===== config.mk =====
export PLATFORM = sky130hd
export DESIGN_NAME = cacheline_burst_adaptor
export DESIGN_NICKNAME = d
export VERILOG_FILES = /design/src/rtl/cacheline_burst_adaptor_pkg.sv /design/src/rtl/cacheline_burst_adaptor_beat_counter.sv /design/src/rtl/cacheline_burst_adaptor.sv
export SDC_FILE = /design/constraint.sdc
export NUM_CORES = 1
export LEC_CHECK = 0
export ABC_AREA = 1
export CORE_AREA = 2 2 288 290
export DETAILED_ROUTE_END_ITERATION = 10
export DIE_AREA = 0 0 290 292
export GPL_ROUTABILITY_DRIVEN = 0
export GPL_TIMING_DRIVEN = 0
export PLACE_DENSITY = 0.6
export SETUP_SLACK_MARGIN = 0.3
export SLEW_MARGIN = 20
export SYNTH_ARGS = -nofsm -noshare
export SYNTH_HDL_FRONTEND = slang
export SYNTH_SLANG_ARGS = --single-unit

===== constraint.sdc =====
create_clock -name clk -period 2.43 [get_ports clk]
set_clock_uncertainty 0.05 [all_clocks]
set_input_delay 0.243 -clock clk [delete_from_list [all_inputs] [get_ports clk]]
set_output_delay 0.243 -clock clk [all_outputs]
set_load 0.005 [all_outputs]

===== src/rtl/cacheline_burst_adaptor_pkg.sv =====
// Shared types and helpers for the cache-line to memory-burst adaptor.
package cacheline_adaptor_pkg;

  localparam int unsigned ADDR_MAX_W = 64;

  typedef enum logic [2:0] {
    IDLE,
    WB,
    TURN,
    FILL,
    DONE
  } adaptor_state_e;

  // Clears the byte-offset-within-line bits so memory only ever sees line-aligned addresses.
  function automatic logic [ADDR_MAX_W-1:0] line_align(input logic [ADDR_MAX_W-1:0] addr,
                                                        input int unsigned off);
    logic [ADDR_MAX_W-1:0] mask;
    mask = {ADDR_MAX_W{1'b1}} << off;
    return addr & mask;
  endfunction

endpackage


===== src/rtl/cacheline_burst_adaptor_beat_counter.sv =====
// Beat index shared by the write-back and fill phases; wraps after the last beat.
module beat_counter #(
  parameter int unsigned BEATS = 4
) (
  input  logic                       clk,
  input  logic                       reset_n,
  input  logic                       clear,
  input  logic                       inc,
  output logic [$clog2(BEATS)-1:0]   cnt,
  output logic                       last
);

  localparam int unsigned CNT_W = $clog2(BEATS);

  always_ff @(posedge clk or negedge reset_n) begin
    if (!reset_n) begin
      cnt <= '0;
    end else if (clear) begin
      cnt <= '0;
    end else if (inc) begin
      cnt <= cnt + CNT_W'(1);
    end
  end

  assign last = (cnt == CNT_W'(BEATS - 1));

endmodule


===== src/rtl/cacheline_burst_adaptor.sv =====
// Bridges whole-line cache requests onto a beat-wide burst memory port, including
// a combined victim write-back followed by a line fill under a single handshake.
module cacheline_burst_adaptor
  import cacheline_adaptor_pkg::*;
#(
  parameter int unsigned LINE_W  = 256,
  parameter int unsigned BURST_W = 64,
  parameter int unsigned ADDR_W  = 32
) (
  input  logic               clk,
  input  logic               reset_n,
  input  logic [LINE_W-1:0]  line_i,
  output logic [LINE_W-1:0]  line_o,
  input  logic [ADDR_W-1:0]  address_i,
  input  logic [ADDR_W-1:0]  wb_address_i,
  input  logic               read_i,
  input  logic               write_i,
  output logic               resp_o,
  input  logic [BURST_W-1:0] burst_i,
  output logic [BURST_W-1:0] burst_o,
  output logic [ADDR_W-1:0]  address_o,
  output logic               read_o,
  output logic               write_o,
  input  logic               resp_i
);

  localparam int unsigned BEATS = LINE_W / BURST_W;
  localparam int unsigned CNT_W = $clog2(BEATS);
  localparam int unsigned OFF   = $clog2(LINE_W / 8);
  localparam int unsigned IDX_W = $clog2(LINE_W);

  generate
    if (BEATS < 2 || (BEATS & (BEATS - 1)) != 0 || BEATS * BURST_W != LINE_W) begin : g_bad_cfg
      $error("cacheline_burst_adaptor: LINE_W/BURST_W must be a power of two >= 2");
    end
  endgenerate

  adaptor_state_e      state_q, state_d;
  logic [LINE_W-1:0]   buffer_q;
  logic [ADDR_W-1:0]   wb_addr_q, fill_addr_q;
  logic [ADDR_W-1:0]   fill_align, wb_align;
  logic                fill_pending_q;
  logic [CNT_W-1:0]    cnt;
  logic                cnt_last, cnt_clear, cnt_inc, beat_done;
  logic [IDX_W-1:0]    beat_base;

  always_comb begin
    fill_align = ADDR_W'(line_align(ADDR_MAX_W'(address_i), OFF));
    wb_align   = ADDR_W'(line_align(ADDR_MAX_W'(wb_address_i), OFF));
  end

  assign cnt_inc   = resp_i && (state_q == WB || state_q == FILL);
  assign cnt_clear = (state_q == IDLE) || (state_q == TURN);
  assign beat_done = cnt_inc && cnt_last;
  assign beat_base = IDX_W'(int'(cnt) * BURST_W);

  beat_counter #(
    .BEATS(BEATS)
  ) u_beat_counter (
    .clk    (clk),
    .reset_n(reset_n),
    .clear  (cnt_clear),
    .inc    (cnt_inc),
    .cnt    (cnt),
    .last   (cnt_last)
  );

  // State register: async reset drops the burst requests without waiting for a clock.
  always_ff @(posedge clk or negedge reset_n) begin
    if (!reset_n) begin
      state_q <= IDLE;
    end else begin
      state_q <= state_d;
    end
  end

  always_comb begin
    state_d = state_q;
    read_o  = 1'b0;
    write_o = 1'b0;
    resp_o  = 1'b0;
    unique case (state_q)
      IDLE: begin
        if (write_i) begin
          state_d = WB;
        end else if (read_i) begin
          state_d = FILL;
        end
      end
      WB: begin
        write_o = 1'b1;
        if (beat_done) begin
          state_d = fill_pending_q ? TURN : DONE;
        end
      end
      TURN: begin
        state_d = FILL;
      end
      FILL: begin
        read_o = 1'b1;
        if (beat_done) begin
          state_d = DONE;
        end
      end
      DONE: begin
        resp_o  = 1'b1;
        state_d = IDLE;
      end
      default: begin
        state_d = IDLE;
      end
    endcase
  end

  // One line register serves as both victim source and fill destination; fill beats
  // only start landing after every victim beat has left.
  always_ff @(posedge clk or negedge reset_n) begin
    if (!reset_n) begin
      buffer_q       <= '0;
      wb_addr_q      <= '0;
      fill_addr_q    <= '0;
      fill_pending_q <= 1'b0;
    end else begin
      unique case (state_q)
        IDLE: begin
          if (write_i) begin
            buffer_q       <= line_i;
            wb_addr_q      <= read_i ? wb_align : fill_align;
            fill_pending_q <= read_i;
            if (read_i) begin
              fill_addr_q <= fill_align;
            end
          end else if (read_i) begin
            fill_addr_q    <= fill_align;
            fill_pending_q <= 1'b0;
          end
        end
        FILL: begin
          if (resp_i) begin
            buffer_q[beat_base +: BURST_W] <= burst_i;
          end
        end
        DONE: begin
          fill_pending_q <= 1'b0;
        end
        default: begin
        end
      endcase
    end
  end

  assign address_o = (state_q == WB) ? wb_addr_q : fill_addr_q;
  assign burst_o   = buffer_q[beat_base +: BURST_W];
  assign line_o    = buffer_q;

endmodule


After elaboration in Yosys (flattened, before gate mapping)
Cells that the tools add are included.
{"block": "word_totals", "regBits": 321, "input_bits": 389, "output_inout_bits": 355, "wordCells": 54}
{"block": "op_classes", "n_addsub": 2, "n_eq_ne": 10, "shifts": 3, "mux": 20, "n_reduce_logical": 13}
{"op": "two-way mux 256 bit", "count": 2}
{"op": "case mux 256 bit (2 select lines)", "count": 1}
{"op": "bitwise mux 256 bit", "count": 1}
{"op": "variable shift 64 x 10 -> 256 bit, first input constant", "count": 1}
{"op": "indexed part select 256 x 9 -> 64 bit", "count": 1}
{"op": "indexed part select 64 x 10 -> 256 bit", "count": 1}
{"op": "two-way mux 32 bit", "count": 2}
{"op": "two-way mux 3 bit", "count": 5}
{"op": "case mux 3 bit (4 select lines)", "count": 1}
{"op": "negation 8 -> 10 bit", "count": 1}
{"op": "inequality test 2 bit, second input constant", "count": 4}
{"op": "== test 3 x 2 -> 1 bit, second input constant", "count": 2}
{"op": "AND reduction 2 bit", "count": 3}
{"op": "AND reduction 3 bit", "count": 2}
{"op": "nonzero test 2 bit", "count": 3}
{"op": "two-way mux 1 bit", "count": 5}
{"op": "two-way mux 2 bit", "count": 2}
{"op": "== test 3 x 1 -> 1 bit, second input constant", "count": 1}
{"op": "== test 3 bit, second input constant", "count": 1}
{"op": "logical NOT 3 bit", "count": 1}
{"op": "inequality test 3 bit, second input constant", "count": 1}
{"op": "adder 2 x 1 -> 2 bit, second input constant", "count": 1}
{"op": "== test 2 bit, second input constant", "count": 1}
{"op": "logical AND 1 bit", "count": 2}
{"op": "other kinds (2)", "count": 3}

Depth between registers and ports, before layout
Gate-level depths: netlist of run 1.
{"block": "logic_depth", "depth_word": 6, "depth_mapped": 12, "depth_no_buf": 9}

Modules after synthesis
Synthesis of run 1 repeated with hierarchy kept, for this count alone.
{"block": "unflattened", "cells_unflattened": 2988, "area_unflattened_um2": 18980.7}
{"mod": "cacheline_burst_adaptor", "n_inst": 1, "cells_each": 2976, "area_per_inst_um2": 18883.1, "seq_area_each_um2": 7857.5}
{"mod": "beat_counter", "n_inst": 1, "cells_each": 12, "area_per_inst_um2": 97.6, "seq_area_each_um2": 50.0}

Least setup slack after synthesis of run 1
Ideal clock, no wire load.
{"block": "synth_path", "kind": "reg-to-reg", "startpoint": "register u_beat_counter.cnt[0]", "endpoint": "register buffer_q[100], in the netlist line_o[100]", "setup_time_ps": 117, "t_arrival_ps": 2266, "required_time_ps": 2263, "slack_ps": -3, "stages_incl_launch_ff": 13, "path_buffers": 3, "synth_period_minus_slack_ps": 2433, "cell_sequence": "dfrtp_1 clkinv_1 clkbuf_1 clkbuf_1 ha_1 inv_2 nand2_1 clkbuf_1 nor2_1 nand2_1 nand2_1 nand2_1 nand2_1"}
{"block": "synth_between", "elab_chain_cells": 5, "elab_cells_between_ends": 6, "classes_between": "add/sub: 1; shift: 2; mux: 3"}
{"element": "start: declaration", "line_no": "cacheline_burst_adaptor_beat_counter.sv:9", "source": "output logic [$clog2(BEATS)-1:0] cnt,"}
{"element": "start signal: assignment", "line_no": "cacheline_burst_adaptor_beat_counter.sv:21", "source": "cnt <= cnt + CNT_W'(1);"}
{"element": "negation 8 -> 10 bit *", "line_no": "cacheline_burst_adaptor.sv:140", "source": "buffer_q[beat_base +: BURST_W] <= burst_i;"}
{"element": "indexed part select 64 x 10 -> 256 bit / variable shift 64 x 10 -> 256 bit (equally long branches)", "line_no": "cacheline_burst_adaptor.sv:140"}
{"element": "bitwise mux 256 bit *", "line_no": "cacheline_burst_adaptor.sv:140"}
{"element": "two-way mux 256 bit *", "line_no": "cacheline_burst_adaptor.sv:139", "source": "if (resp_i) begin"}
{"element": "case mux 256 bit (2 select lines) *", "line_no": "cacheline_burst_adaptor.sv:124", "source": "unique case (state_q)"}
{"element": "end signal: assignment", "line_no": "cacheline_burst_adaptor.sv:127", "source": "buffer_q <= line_i;"}
{"element": "end signal: indexed assignment", "line_no": "cacheline_burst_adaptor.sv:140"}
{"element": "end: declaration", "line_no": "cacheline_burst_adaptor.sv:39", "source": "logic [LINE_W-1:0] buffer_q;"}
Every way passes the cells marked *; elsewhere a longest branch is shown, timed or not. The select of a mux whose other input is x is not followed.
A chain may end at the register's enable or synchronous reset.

Worst setup path in the final report of run 1
{"block": "layout_path", "startpoint": "register u_beat_counter.cnt[0]", "endpoint": "register buffer_q[117], in the netlist line_o[117]"}
Same word-level chain as after synthesis.

==> summary.txt, run 1 <==
Timing
  – Slew HR: 0.4994
  – Setup repair after global routing missed its margin: true
  – Number of max-slew violations in the final report: 0
  – Post-layout minimum cycle time: 2474 ps
  – FMAX: 404.2 MHz
  – Slew at the pin closest to its max-slew limit: 750.9 ps
  – Final hold violation count: 0
  – Final number of setup-violating endpoints: 26
  – Worst path setup slack after routing: -44.18 ps
  – Post-route fraction of the period consumed by the critical path: 1.018

Critical path
  – Required arrival time at the worst endpoint: around 2900 ps
  – Worst-path cell chain: clkinv_4, clkbuf_16, clkbuf_16, ha_4, nand2_4, nor2_4, buf_12, buf_12, buf_12, nand2_2, nand2_2, nand2_1, nand2_1
  – Worst-path fanout max: 8
  – Reg2Reg Capture Point: line_o[117]$_DFFE_PN0P_
  – Worst reg2reg path depth: 13
  – Critical Path Start Type: flip-flop
  – Maximum cell stage delay along the critical path: 500 ps
  – Reg-to-reg critical path startpoint: u_beat_counter.cnt[0]$_DFFE_PN0P_
  – Flop2flop setup slack: -40 ps
  – CP dominant cell by count: buf_12
  – Critical path start-end classification: flip-flop to flip-flop
  – Arrival time at the worst endpoint: a little under 3000 ps
  – Worst Setup End Kind: flip-flop
  – Slowest stage cell on the critical path: dfrtp_2

Yosys
  – Async set-reset flop share out of synthesis: 1.000
  – Synthesized flop and latch total: between 300 and 400
  – Predominant post-synthesis flop cell: dfrtp_1
  – Top post-synthesis cells by area: dfrtp_1 (42%), nand2_1 (32%), nor2_1 (7.1%)
  – Sequential share of the synthesized area: 0.4171
  – Syn_area_per_cell: between 6 and 7 µm²
  – Cell type contributing the most total cell area after synthesis: dfrtp_1
  – Ys Warns: 0
  – Number of instances in the synthesized netlist: roughly 3000
  – Number of enable-type register cells in the synthesized netlist: 0
  – Area of the mapped netlist: 18960 µm²
  – Number of different library cells in the post-synthesis netlist: 24
  – Commonest cells in the netlist: nand2_1 (1637), nor2_1 (357), dfrtp_1 (316), o21ai_0 (208), inv_1 (131)
  – Most instantiated library cell after synthesis: nand2_1
  – Top cell type's share of synthesized area: 0.4171

Power
  – Peak VDD IR: 0.5588 mV
  – Pwr dens: approximately 1300 nW/µm²
  – Leakage component of the power: 16.65 nW

GRT
  – Total gr overflow: 0
  – Antenna violations before repair: 29
  – GRT Overall Usage: 0.3024
  – Maximum number of pins on one net before global-route repair: 87
  – Vias in the first global route: ~24000
  – Global-route wire length before repair: around 180000 µm

Floorplanning
  – Die boundary width: 290 µm
  – Area of the die: 84680 µm²
  – Vertical die dimension: 292 µm
  – Number of rows created at floorplan: 105
  – Starting density of the core: 0.2324
  – Area of the core: 81580 µm²
  – Number of placed I/O pins: 744

Detailed routing
  – First drt pass iteration count: 5
  – Iter 0 DRT Violations: 2110
  – Average routed wire per standard cell: 26.56 µm
  – DRC: 0
  – Remaining number of nets flagged by the antenna check after routing: 0
  – Total Wirelength: 135000 µm
  – Average via count per standard cell: 4.914
  – Routed via count: 24973

Clock network
  – Cell at the root of the clock tree: clkbuf_16
  – Sink Count: 316
  – Cts bufs inserted: 42
  – Clk buf depth: 3
  – Clock transition at the registers of the reported paths: ~70 ps
  – Latest clock arrival within the worst-skew pair: 560 ps
  – CTS tree: built
  – Clock H-tree levels: 2

Run status
  – Violations in the final reports: negative setup slack
  – Status: finished, violations left

Hold path
  – Min-Delay Path Class: input port to asynchronous set/reset pin

Placed design
  – Post-DP HPWL: between 90000 and 100000 µm
  – Number of I/O port buffers: 727
  – Cell Count Post-Placement: 4852

Finish
  – Final #Nets: between 4000 and 5000
  – Number of cells in the finished layout apart from fillers: slightly above 5000
  – Fraction of final layout cells with drive strength greater than 1: 0.1731
  – Number of filler instances in the final layout: ~8400
  – P&R area growth vs syn: 77.66%
  – Post-layout util: 0.4129

Run
  – Maxcap violations: 0
-- cells in the final DEF (no fill, tap or decap), types with 31 or more instances in the layout --
cell	count
clkdlybuf4s50_1	634
o21ai_0	141
nand2_2	31
buf_12	49
nand2_1	1593
inv_1	128
buf_2	82
nor2_1	252
dfrtp_1	313
clkbuf_16	99
buf_4	94
nor2_4	61
nor2_2	47
o22ai_1	37
o21ai_1	36
nand3_1	69
-- flip-flops by register name (all words and copies together), names as in the netlist --
name / flops
state_q: 3
wb_addr_q: 27
line_o: 256
fill_pending_q: 1
fill_addr_q: 27
u_beat_counter.cnt: 2
-- area by class of cell --
type | count | area (µm²) | share of cell area
multi-input combinational | 2396 | 10960 | 0.3254
timing repair buffer | 873 | 9115 | 0.2706
sequential | 316 | 7911 | 0.2349
buffer | 203 | 2361 | 0.07009
tap | 1070 | 1339 | 0.03974
clock buffer | 63 | 1244 | 0.03692
inverter | 136 | 561.8 | 0.01668
clock inverter | 11 | 158.9 | 0.004717
antenna | 14 | 35.03 | 0.001040
-- worst max path at each step --
stage / cells after the start / startpoint / endpoint / slack, ps
after floorplan: 12 / u_beat_counter.cnt[0]$_DFFE_PN0P_ / line_o[14]$_DFFE_PN0P_ / 330
after global placement: 1 / reset_n / u_beat_counter.cnt[0]$_DFFE_PN0P_ / -15390
after detailed placement: 12 / u_beat_counter.cnt[1]$_DFFE_PN0P_ / line_o[117]$_DFFE_PN0P_ / -1900
after CTS: 7 / u_beat_counter.cnt[0]$_DFFE_PN0P_ / burst_o[33] / -50
after global routing: 13 / u_beat_counter.cnt[0]$_DFFE_PN0P_ / line_o[113]$_DFFE_PN0P_ / -120
final: 13 / u_beat_counter.cnt[0]$_DFFE_PN0P_ / line_o[117]$_DFFE_PN0P_ / -40
-- timing repair --
item,CTS,global route
setup buffers,77,29
hold buffers,1,0
gates cloned,20,15
gates resized for setup,766,319
pin swaps,63,80
endpoints found under the setup margin,352,377
hold endpoints to repair,69,0
-- critical path: cells and delay by family (launching register included) --
| kind | cells | cell delay [ps] |
|---|---|---|
| adders and majority gates | 1 | 330 |
| DFF | 1 | 500 |
| buffers and inverters | 6 | 1020 |
| and+or+nand+nor | 6 | 480 |
-- metal layers --
layer	vias to the layer above	wire length, µm	global-route usage
met3	301	13680	0.08243
met1	11837	52970	0.3779
met5	-	98	0
met2	1562	61810	0.4933
li1	11259	-	-
met4	14	6396	0.1223
-- cell families after synthesis --
family / after synthesis / synth area share
buffers and inverters: 339 / 0.07417
adders and majority gates: 6 / 0.003959
other: 1 / 0.0001978
AOI/OAI and AO/OA: 312 / 0.08783
DFF: 316 / 0.4171
and+or+nand+nor: 2072 / 0.4168
-- per-stage QoR --
stage	area, µm²	hold WS [ps]	power [mW]	setup TNS (ps)	worst slack, ps
floorplan	19000	-102.6	18.09	0	331.8
global placement	27620	421.7	32.27	-4956760	-15390
detailed placement	27810	162.2	32.50	-492900	-1902
CTS	32360	155.9	42.92	-438.2	-46.84
global route	33680	180.0	46.92	-10700	-124.2
finish	33690	161.8	44.92	-513.5	-44.18
-- power breakdown --
| group | internal (mW) | total, mW | switching (mW) | leakage (nW) |
|---|---|---|---|---|
| clock network | 3.94 | 6.56 | 2.62 | 0.690 |
| logic | 12.5 | 28.0 | 15.5 | 12.0 |
| registers | 7.72 | 10.3 | 2.62 | 3.92 |
| total | 24.2 | 44.9 | 20.8 | 16.6 |
Power figures use the tool's default switching activity.
==> inputs of run 2 (changes only) <==
ABC_CLOCK_PERIOD_IN_PS = 2430   (was unset)
==> results of run 2 <==
No change in the layout: final DEF, timing and power equal those of run 1.
